`src/rtl/vga_pkg.sv`:
```
// Shared definitions for the VGA text-mode character fetch path.
package vga_pkg;

    // Default text-screen geometry: 640x480 visible, 10x16 pixel cells.
    localparam int COLS_DEF   = 64;
    localparam int ROWS_DEF   = 30;
    localparam int CHAR_W_DEF = 10;
    localparam int CHAR_H_DEF = 16;

    // Fixed field widths seen on the block's ports.
    localparam int COL_W   = 6;
    localparam int ROW_W   = 5;
    localparam int SCAN_W  = 4;
    localparam int TXT_AW  = 11;
    localparam int FONT_AW = 12;

    typedef enum logic {
        ST_IDLE  = 1'b0,
        ST_FETCH = 1'b1
    } fetch_state_e;

    // Text RAM address of a cell; everything is widened before the multiply
    // so no partial product is truncated.
    function automatic logic [TXT_AW-1:0] cell_addr(
        input logic [ROW_W-1:0] row,
        input logic [COL_W-1:0] col,
        input int unsigned      cols
    );
        logic [TXT_AW-1:0] row_ext;
        logic [TXT_AW-1:0] col_ext;
        logic [TXT_AW-1:0] cols_ext;
        row_ext  = TXT_AW'(row);
        col_ext  = TXT_AW'(col);
        cols_ext = TXT_AW'(cols);
        return row_ext * cols_ext + col_ext;
    endfunction

endpackage

```
`src/rtl/vga_text_row_cnt.sv`:
```
// Tracks which text row and which scanline inside that row is being drawn.
module vga_text_row_cnt
    import vga_pkg::*;
#(
    parameter int ROWS   = ROWS_DEF,
    parameter int CHAR_H = CHAR_H_DEF
) (
    input  logic              i_clk,
    input  logic              i_rst_n,
    input  logic              i_frame_clr_h,
    input  logic              i_line_done_h,
    output logic [ROW_W-1:0]  o_row,
    output logic [SCAN_W-1:0] o_scanline
);

    localparam logic [ROW_W-1:0]  ROW_LAST  = ROW_W'(ROWS - 1);
    localparam logic [SCAN_W-1:0] SCAN_LAST = SCAN_W'(CHAR_H - 1);

    logic [ROW_W-1:0]  row_reg;
    logic [SCAN_W-1:0] scan_reg;

    // Frame clear wins over a completed line; otherwise step scanline, then row.
    always_ff @(posedge i_clk or negedge i_rst_n) begin
        if (!i_rst_n) begin
            row_reg  <= '0;
            scan_reg <= '0;
        end else if (i_frame_clr_h) begin
            row_reg  <= '0;
            scan_reg <= '0;
        end else if (i_line_done_h) begin
            if (scan_reg == SCAN_LAST) begin
                scan_reg <= '0;
                row_reg  <= (row_reg == ROW_LAST) ? '0 : row_reg + 1'b1;
            end else begin
                scan_reg <= scan_reg + 1'b1;
            end
        end
    end

    assign o_row      = row_reg;
    assign o_scanline = scan_reg;

endmodule

```
`src/rtl/vga_char_fetch.sv`:
```
// Per-cell text RAM / font ROM fetch sequencer feeding a 10-bit pixel shifter.
// Each cell takes CHAR_W slots: address text RAM, address font ROM, capture
// the font row (or cursor bar), then present it with a load strobe.
module vga_char_fetch
    import vga_pkg::*;
#(
    parameter int COLS   = COLS_DEF,
    parameter int ROWS   = ROWS_DEF,
    parameter int CHAR_W = CHAR_W_DEF,
    parameter int CHAR_H = CHAR_H_DEF
) (
    input  logic               i_clk,
    input  logic               i_rst_n,
    input  logic               i_frame_start_h,
    input  logic               i_line_start_h,
    output logic [TXT_AW-1:0]  o_txt_addr,
    input  logic [7:0]         i_txt_data,
    output logic [FONT_AW-1:0] o_font_addr,
    input  logic [7:0]         i_font_data,
    input  logic               i_cursor_en_h,
    input  logic [COL_W-1:0]   i_cursor_col,
    input  logic [ROW_W-1:0]   i_cursor_row,
    output logic [9:0]         o_data,
    output logic               o_ld_h,
    output logic               o_cs_h
);

    localparam int SW = $clog2(CHAR_W);
    localparam logic [SW-1:0]     S_LAST    = SW'(CHAR_W - 1);
    localparam logic [SW-1:0]     S_PRELOAD = SW'(CHAR_W - 2);
    localparam logic [SW-1:0]     S_CHAR    = SW'(1);
    localparam logic [SW-1:0]     S_FONT    = SW'(2);
    localparam logic [COL_W-1:0]  COL_LAST  = COL_W'(COLS - 1);
    localparam logic [SCAN_W-1:0] SCAN_CUR  = SCAN_W'(CHAR_H - 2);

    fetch_state_e      state_reg;
    logic [SW-1:0]     s_reg;
    logic [SW-1:0]     tail_reg;
    logic [COL_W-1:0]  col_reg;
    logic [7:0]        char_reg;
    logic [9:0]        stage_reg;
    logic [9:0]        data_reg;
    logic              ld_reg;
    logic              cs_reg;

    logic [ROW_W-1:0]  row;
    logic [SCAN_W-1:0] scanline;
    logic              line_done;
    logic              cursor_hit;

    // Last load of the line; a simultaneous restart strobe suppresses the advance.
    assign line_done = (state_reg == ST_FETCH) && (s_reg == S_LAST) &&
                       (col_reg == COL_LAST) && !i_line_start_h;

    assign cursor_hit = i_cursor_en_h && (col_reg == i_cursor_col) &&
                        (row == i_cursor_row) && (scanline >= SCAN_CUR);

    vga_text_row_cnt #(
        .ROWS   (ROWS),
        .CHAR_H (CHAR_H)
    ) u_row_cnt (
        .i_clk         (i_clk),
        .i_rst_n       (i_rst_n),
        .i_frame_clr_h (i_frame_start_h),
        .i_line_done_h (line_done),
        .o_row         (row),
        .o_scanline    (scanline)
    );

    // Cell sequencer: slot/column counters, data capture, load and span strobes.
    always_ff @(posedge i_clk or negedge i_rst_n) begin
        if (!i_rst_n) begin
            state_reg <= ST_IDLE;
            s_reg     <= '0;
            tail_reg  <= '0;
            col_reg   <= '0;
            char_reg  <= '0;
            stage_reg <= '0;
            data_reg  <= '0;
            ld_reg    <= 1'b0;
            cs_reg    <= 1'b0;
        end else begin
            ld_reg <= 1'b0;
            if (i_line_start_h) begin
                // Covers both a fresh line and a restart mid-line.
                state_reg <= ST_FETCH;
                s_reg     <= '0;
                col_reg   <= '0;
                tail_reg  <= '0;
                cs_reg    <= 1'b0;
            end else if (i_frame_start_h) begin
                state_reg <= ST_IDLE;
                s_reg     <= '0;
                col_reg   <= '0;
                tail_reg  <= '0;
                cs_reg    <= 1'b0;
            end else begin
                case (state_reg)
                    ST_IDLE: begin
                        // Keep the span open until the last cell has shifted out.
                        if (tail_reg != '0) begin
                            tail_reg <= tail_reg - 1'b1;
                            if (tail_reg == SW'(1)) begin
                                cs_reg <= 1'b0;
                            end
                        end
                    end
                    ST_FETCH: begin
                        if (s_reg == S_CHAR) begin
                            char_reg <= i_txt_data;
                        end
                        if (s_reg == S_FONT) begin
                            stage_reg <= cursor_hit ? {8'hFF, 2'b00} : {i_font_data, 2'b00};
                        end
                        if (s_reg == S_PRELOAD) begin
                            ld_reg   <= 1'b1;
                            data_reg <= stage_reg;
                            if (col_reg == '0) begin
                                cs_reg <= 1'b1;
                            end
                        end
                        if (s_reg == S_LAST) begin
                            s_reg <= '0;
                            if (col_reg == COL_LAST) begin
                                state_reg <= ST_IDLE;
                                col_reg   <= '0;
                                tail_reg  <= S_LAST;
                            end else begin
                                col_reg <= col_reg + 1'b1;
                            end
                        end else begin
                            s_reg <= s_reg + 1'b1;
                        end
                    end
                    default: state_reg <= ST_IDLE;
                endcase
            end
        end
    end

    // The font address must be valid in the slot the RAM data arrives, so the
    // character is forwarded straight from the RAM in that slot.
    always_comb begin
        if ((state_reg == ST_FETCH) && (s_reg == S_CHAR)) begin
            o_font_addr = {i_txt_data, scanline};
        end else begin
            o_font_addr = {char_reg, scanline};
        end
    end

    assign o_txt_addr = cell_addr(row, col_reg, COLS);
    assign o_data     = data_reg;
    assign o_ld_h     = ld_reg;
    assign o_cs_h     = cs_reg;

endmodule

```
`config.mk`:
```
export PLATFORM = sky130hd
export DESIGN_NAME = vga_char_fetch
export DESIGN_NICKNAME = d
export VERILOG_FILES = /design/src/rtl/vga_pkg.sv /design/src/rtl/vga_text_row_cnt.sv /design/src/rtl/vga_char_fetch.sv
export SDC_FILE = /design/constraint.sdc
export NUM_CORES = 1
export LEC_CHECK = 0
export ABC_AREA = 1
export BUFFER_PORTS_ARGS = -buffer_cell sky130_fd_sc_hd__buf_2
export CAP_MARGIN = 20
export CORE_MARGIN = 8
export CORE_UTILIZATION = 35
export DETAILED_ROUTE_END_ITERATION = 10
export GPL_TIMING_DRIVEN = 0
export PLACE_DENSITY_LB_ADDON = 0.12
export RECOVER_POWER = 25
export SLEW_MARGIN = 20
export SYNTH_ARGS = -nofsm -noshare
export SYNTH_HDL_FRONTEND = slang
export SYNTH_SLANG_ARGS = --single-unit
```
`constraint.sdc`:
```
create_clock -name i_clk -period 1.4 [get_ports i_clk]
set_input_delay 0.21 -clock i_clk [delete_from_list [all_inputs] [get_ports i_clk]]
set_output_delay 0.21 -clock i_clk [all_outputs]
set_load 0.005 [all_outputs]
```
Word-level counts from Yosys, hierarchy flattened
Index checks and enable logic that the tools add are counted.
- flip-flop bits (word level): 54
- output and inout bits: 35
- logic and storage cells: 98
- add/sub/neg operators: 6
- order comparisons: 1
- equality and inequality tests: 16
- mux-type cells: 40
- bitwise gates (word level): 3
- reductions and logical operators: 21
- operators with widths (cell ; count):
    2-to-1 mux 4 bit ; 12
    2-to-1 mux 6 bit ; 5
    2-to-1 mux 5 bit ; 4
    inequality test 4 x 3 -> 1 bit (second input constant) ; 4
    AND reduction 4 bit ; 4
    2-to-1 mux 1 bit ; 15
    equality test 4 bit (second input constant) ; 3
    2-to-1 mux 12 bit ; 1
    adder 11 x 6 -> 11 bit ; 1
    2-to-1 mux 10 bit ; 1
    adder 4 x 1 -> 4 bit (second input constant) ; 2
    equality test 4 x 1 -> 1 bit (second input constant) ; 2
    inequality test 4 bit (second input constant) ; 2
    one-hot mux 4 bit (2 select lines) ; 1
    logical AND 1 bit ; 7
    adder 6 x 1 -> 6 bit (second input constant) ; 1
    equality test 6 bit ; 1
    equality test 6 bit (second input constant) ; 1
    logical NOT 6 bit ; 1
    nonzero test 3 bit ; 2
    adder 5 x 1 -> 5 bit (second input constant) ; 1
    equality test 5 bit ; 1
    equality test 5 bit (second input constant) ; 1
    equality test 4 x 2 -> 1 bit (second input constant) ; 1
    9 further kinds ; 13

Depth between registers and ports, before layout
- depth in word-level cells: 6
- depth in mapped cells: 10
- depth with buffers taken out: 10

Hierarchy
From an unflattened synthesis, not the netlist that was laid out.
- cell total of the unflattened synthesis: 363
- area, all modules: 2806.4 µm²
- by module, submodules not included (module ; instances ; cells each ; area each (µm²) ; seq. area each (µm²)):
    vga_char_fetch ; 1 ; 298 ; 2242.2 ; 1026.0
    vga_text_row_cnt ; 1 ; 65 ; 564.3 ; 225.2

Least setup slack after synthesis
No wires, ideal clock.
- kind: register -> register
- from: reg col_reg[0]
- to: reg tail_reg[3]
- data arrival time: 1.310 ns
- slack: -0.027 ns
- stages on the path, launching flop included: 8
- period minus slack after synthesis: 1.427 ns
- path through: dfrtp_1 > ha_1 > nand3_2 > nor2_4 > nand2_1 > a21oi_4 > nand2b_1 > nand2_1
- cells in the longest elaborated chain, start to end: 3
- ends and longest elaborated chain (what ; RTL line ; RTL):
    from (decl) ; vga_char_fetch.sv:39 ; logic [COL_W-1:0] col_reg;
    from (signal assigned) ; vga_char_fetch.sv:129 ; col_reg <= col_reg + 1'b1;
    equality test 6 bit ; vga_char_fetch.sv:124 ; if (col_reg == COL_LAST) begin
    inequality test 4 x 3 -> 1 bit (no line) ; -- ;
    AND reduction 3 bit (no line) ; -- ;
    to (signal assigned) ; vga_char_fetch.sv:102 ; tail_reg <= tail_reg - 1'b1;
    to (decl) ; vga_char_fetch.sv:38 ; logic [SW-1:0] tail_reg;
Every way passes these cells.
A chain may end at the register's enable or synchronous reset.

Final worst setup path
- from: reg s_reg[1]
- to: out o_font_addr[8]
- cells in the longest elaborated chain, start to end: 3
- ends and longest elaborated chain (what ; RTL line ; RTL):
    from (decl) ; vga_char_fetch.sv:37 ; logic [SW-1:0] s_reg;
    from (signal assigned) ; vga_char_fetch.sv:132 ; s_reg <= s_reg + 1'b1;
    equality test 4 x 1 -> 1 bit ; vga_char_fetch.sv:144 ; if ((state_reg == ST_FETCH) && (s_reg == S_CHAR)) begin
    logical AND 1 bit ; vga_char_fetch.sv:144 ;
    2-to-1 mux 12 bit ; vga_char_fetch.sv:144 ;
    to (decl) ; vga_char_fetch.sv:18 ; output logic [FONT_AW-1:0] o_font_addr,
Every way passes these cells.

==> results.md <==
* Depth of the CTS H-tree at 2
* Worst path top cell family by delay: buffers and inverters
* R2r setup slk at -0.07 ns
* Clock Tree Buf Depth at 2
* Critical path class: reg -> out
* Die area at 0.0112 mm²
* Sequential Area at 0.00125 mm²
* Filler Cell Count at between 800 and 900
* Fmax at just under 600 MHz
* Routed vias at 2,708
* Layout area overhead at 40.2%
* Worst hold path type: in -> reg
* # rows at 33
* Fin crit period at about 1.7 ns
* Post-synthesis cell type count at 32
* Number of top-level pins at 67
* Worst-path clk slew at ~0.090 ns
* Synth Area per Inst at approximately 7.5 µm²
* Status: finished, violations left
* Leakage power at between 2 and 2.5 nW
* Failing checks: setup timing
* Clock buffer count from CTS at 5
* Number of global-route vias before repair at around 2,700
* Clock Latency Late Sink at roughly 0.30 ns
* Register area share after synthesis at between 40 and 50%
* Crit path launch type: flip-flop
* Final GP Congestion at ~0.79
* Final Hold Fails at 0
* Warnings, synthesis at 0
* Worst-path fanout max at 6
* Clock Skew at between 0.002 and 0.003 ns
* Dominant synthesized flop cell: dfrtp_1
* Root Driver: clkbuf_8
* Clock sink total at 50
* PwrDens at between 800 and 900 mW/mm²
* Drt first pass iters at 6
* Max incr delay on CP at about 0.40 ns
* GRT Residual Overflow at 0
* Worst vdd ir at between 0.6 and 0.7 mV
* Initial Util at between 30% and 40%
* Worst Path Required at 1.19 ns
* Nets at 518
* Relative slew slack at about 53%
* # DRC at 0
* Post-Syn Area at around 0.0028 mm²
* # diodes at 0
* Fraction of layout cells with a size suffix above 1 at around two fifths
* Crit-path slowest cell: dfrtp_1
* DRT iter0 DRCs at 86
* Core area at 0.00801 mm²
* CP dominant cell by count: inv_2
* CTS tree: built
* Layout Cells excl Fill at around 580
* IO Port Bufs at 63
* Area of the multi-input gates at approximately 0.0016 mm²
* Max-slew violation count at 0
* Hold_ws at roughly 0.17 ns
* PnR worst setup slack at -0.291 ns
* CP arrival at around 1.5 ns
* Asr flop ratio synth at 100%
* Initial antenna violation count at 0
* DP Cell Count at about 550
* Syn Inst Count at 379
* Post-synth EDFFs at 0
* First-pass GRT wire length at between 10 and 15 mm
* Chip height at 106 µm
* DRT Wirelength at 7.43 mm
* Routed Antenna Nets at 0
* Yosys reg bits at 50
* Crit share post-route at 121%
* Cells along the critical path: inv_2 > nand2_4 > nor3_4 > inv_2 > buf_6 > nand2_2 > o21ai_2 > buf_2
* GRT Resource Usage Total at 12.9%
* Final setup violation count at 23
* CP Buf/Inv Count at 4
* Maxcap violations at 0
* Worst setup EP type: output port
* Largest net degree at the start of global routing at a little over 50
* DR vias/cell at ~4.6
* Post-DP HPWL at roughly 5 mm
* Die Wd at 106 µm
* Drt wl/cell at about 13 µm
* RSZ-0062 raised after global routing: yes
* Worst Tran Pin Value at 0.699 ns
[cells in the final DEF (no fill, tap or decap), types with 6 or more instances in the layout]
| cell type | n |
|---|---|
| a21oi_1 | 6 |
| a21oi_2 | 8 |
| buf_2 | 61 |
| buf_4 | 19 |
| buf_6 | 11 |
| dfrtp_1 | 47 |
| ha_1 | 7 |
| inv_1 | 39 |
| inv_2 | 10 |
| nand2_1 | 98 |
| nand2_2 | 20 |
| nand2_4 | 6 |
| nand3_1 | 19 |
| nor2_1 | 31 |
| nor2_2 | 6 |
| nor2_4 | 7 |
| o21ai_0 | 14 |
| o21ai_1 | 8 |
| o21ai_2 | 6 |
[layout make-up]
type / instances / share of cell area (%)
repair buffers: 90 / 14.2
inverters: 54 / 5.39
multi-input cells: 272 / 41.5
clock buffers: 6 / 1.83
well taps: 105 / 3.31
plain buffers: 5 / 1.23
clock inverters: 2 / 0.945
flip-flops and latches: 50 / 31.6
[layer usage]
metal | share of wire (%) | track usage [%] | up-vias
met1 | 45 | 16.0 | 1269
met5 | 0 | 0 | -
met4 | 1.1 | 3.32 | 0
met2 | 49 | 21.9 | 50
met3 | 4.8 | 3.45 | 6
li1 | - | - | 1383
[report_power, final]
| group | internal [mW] | switching, mW | total [mW] |
|---|---|---|---|
| clock network | 0.534 | 0.489 | 1.02 |
| registers | 1.59 | 0.111 | 1.70 |
| logic | 0.339 | 0.385 | 0.723 |
[final timing paths]
check | startpoint | depth (start not counted) | to
worst max-delay path | s_reg[1] | 8 | o_font_addr[8]
worst min-delay path | i_font_data[4] | 3 | stage_reg[6]
max in group asynchronous | i_rst_n | 2 | col_reg[2]
worst min register to register | o_data[7] | 2 | o_data[7]
worst max register to register | s_reg[0] | 9 | stage_reg[4]
min in group asynchronous | i_rst_n | 2 | char_reg[3]
[cells by family (layout without fill, tap and decap cells)]
| family | count (synthesis) | in the layout | synth area share, % |
|---|---|---|---|
| simple gates | 207 | 208 | 32.1 |
| buf+inv | 59 | 157 | 8.92 |
| flops | 50 | 50 | 44.2 |
| compound gates | 46 | 46 | 8.70 |
| fa+ha+maj | 8 | 8 | 3.53 |
| xor+xnor | 8 | 8 | 2.47 |
| other cells | 1 | 2 | 0.132 |
[metrics by stage]
step | utilization (%) | total power [mW] | worst slack, ns | cell area, µm² | TNS (ns)
after detailed placement | 41.0 | 2.30 | -0.293 | 3290 | -6.89
after CTS | 46.8 | 3.43 | -0.304 | 3750 | -3.09
after global routing | 49.6 | 3.66 | -0.369 | 3970 | -6.14
after global placement | 41.0 | 2.28 | -0.286 | 3290 | -6.67
after floorplan | - | 2.05 | -0.0246 | 2840 | -0.0246
final | 49.6 | 3.44 | -0.291 | 3970 | -2.84
[cells in the mapped netlist, types with 2 or more instances]
cell type	count	area, µm²
o22ai_1	2	12.5
nor2_1	43	161
clkinv_1	2	7.51
o21ai_0	28	140
nand2_1	123	462
nor2_8	2	40.0
ha_1	8	100
a21oi_1	14	70.1
nand3_1	21	105
nor3_1	5	25.0
xor2_1	5	43.8
inv_1	49	184
or2_2	4	25.0
dfrtp_1	50	1250
buf_6	2	22.5
buf_4	2	15.0
xnor2_1	3	26.3
nand2_2	2	12.5
[tightest hold or removal path: stages]
cell and delay (ns):
buf_2 0.08, nor2_2 0.04, a21oi_2 0.10
[repair_timing]
item | CTS | global route
resized for setup | 62 | 55
hold endpoints to repair | 50 | 0
pin swaps | 17 | 21
buffers inserted | 20 | 6
endpoints found under the setup margin | 51 | 52
gates cloned | 1 | 1
hold buffers | 1 | 0
(Power assumes the default switching activity.)
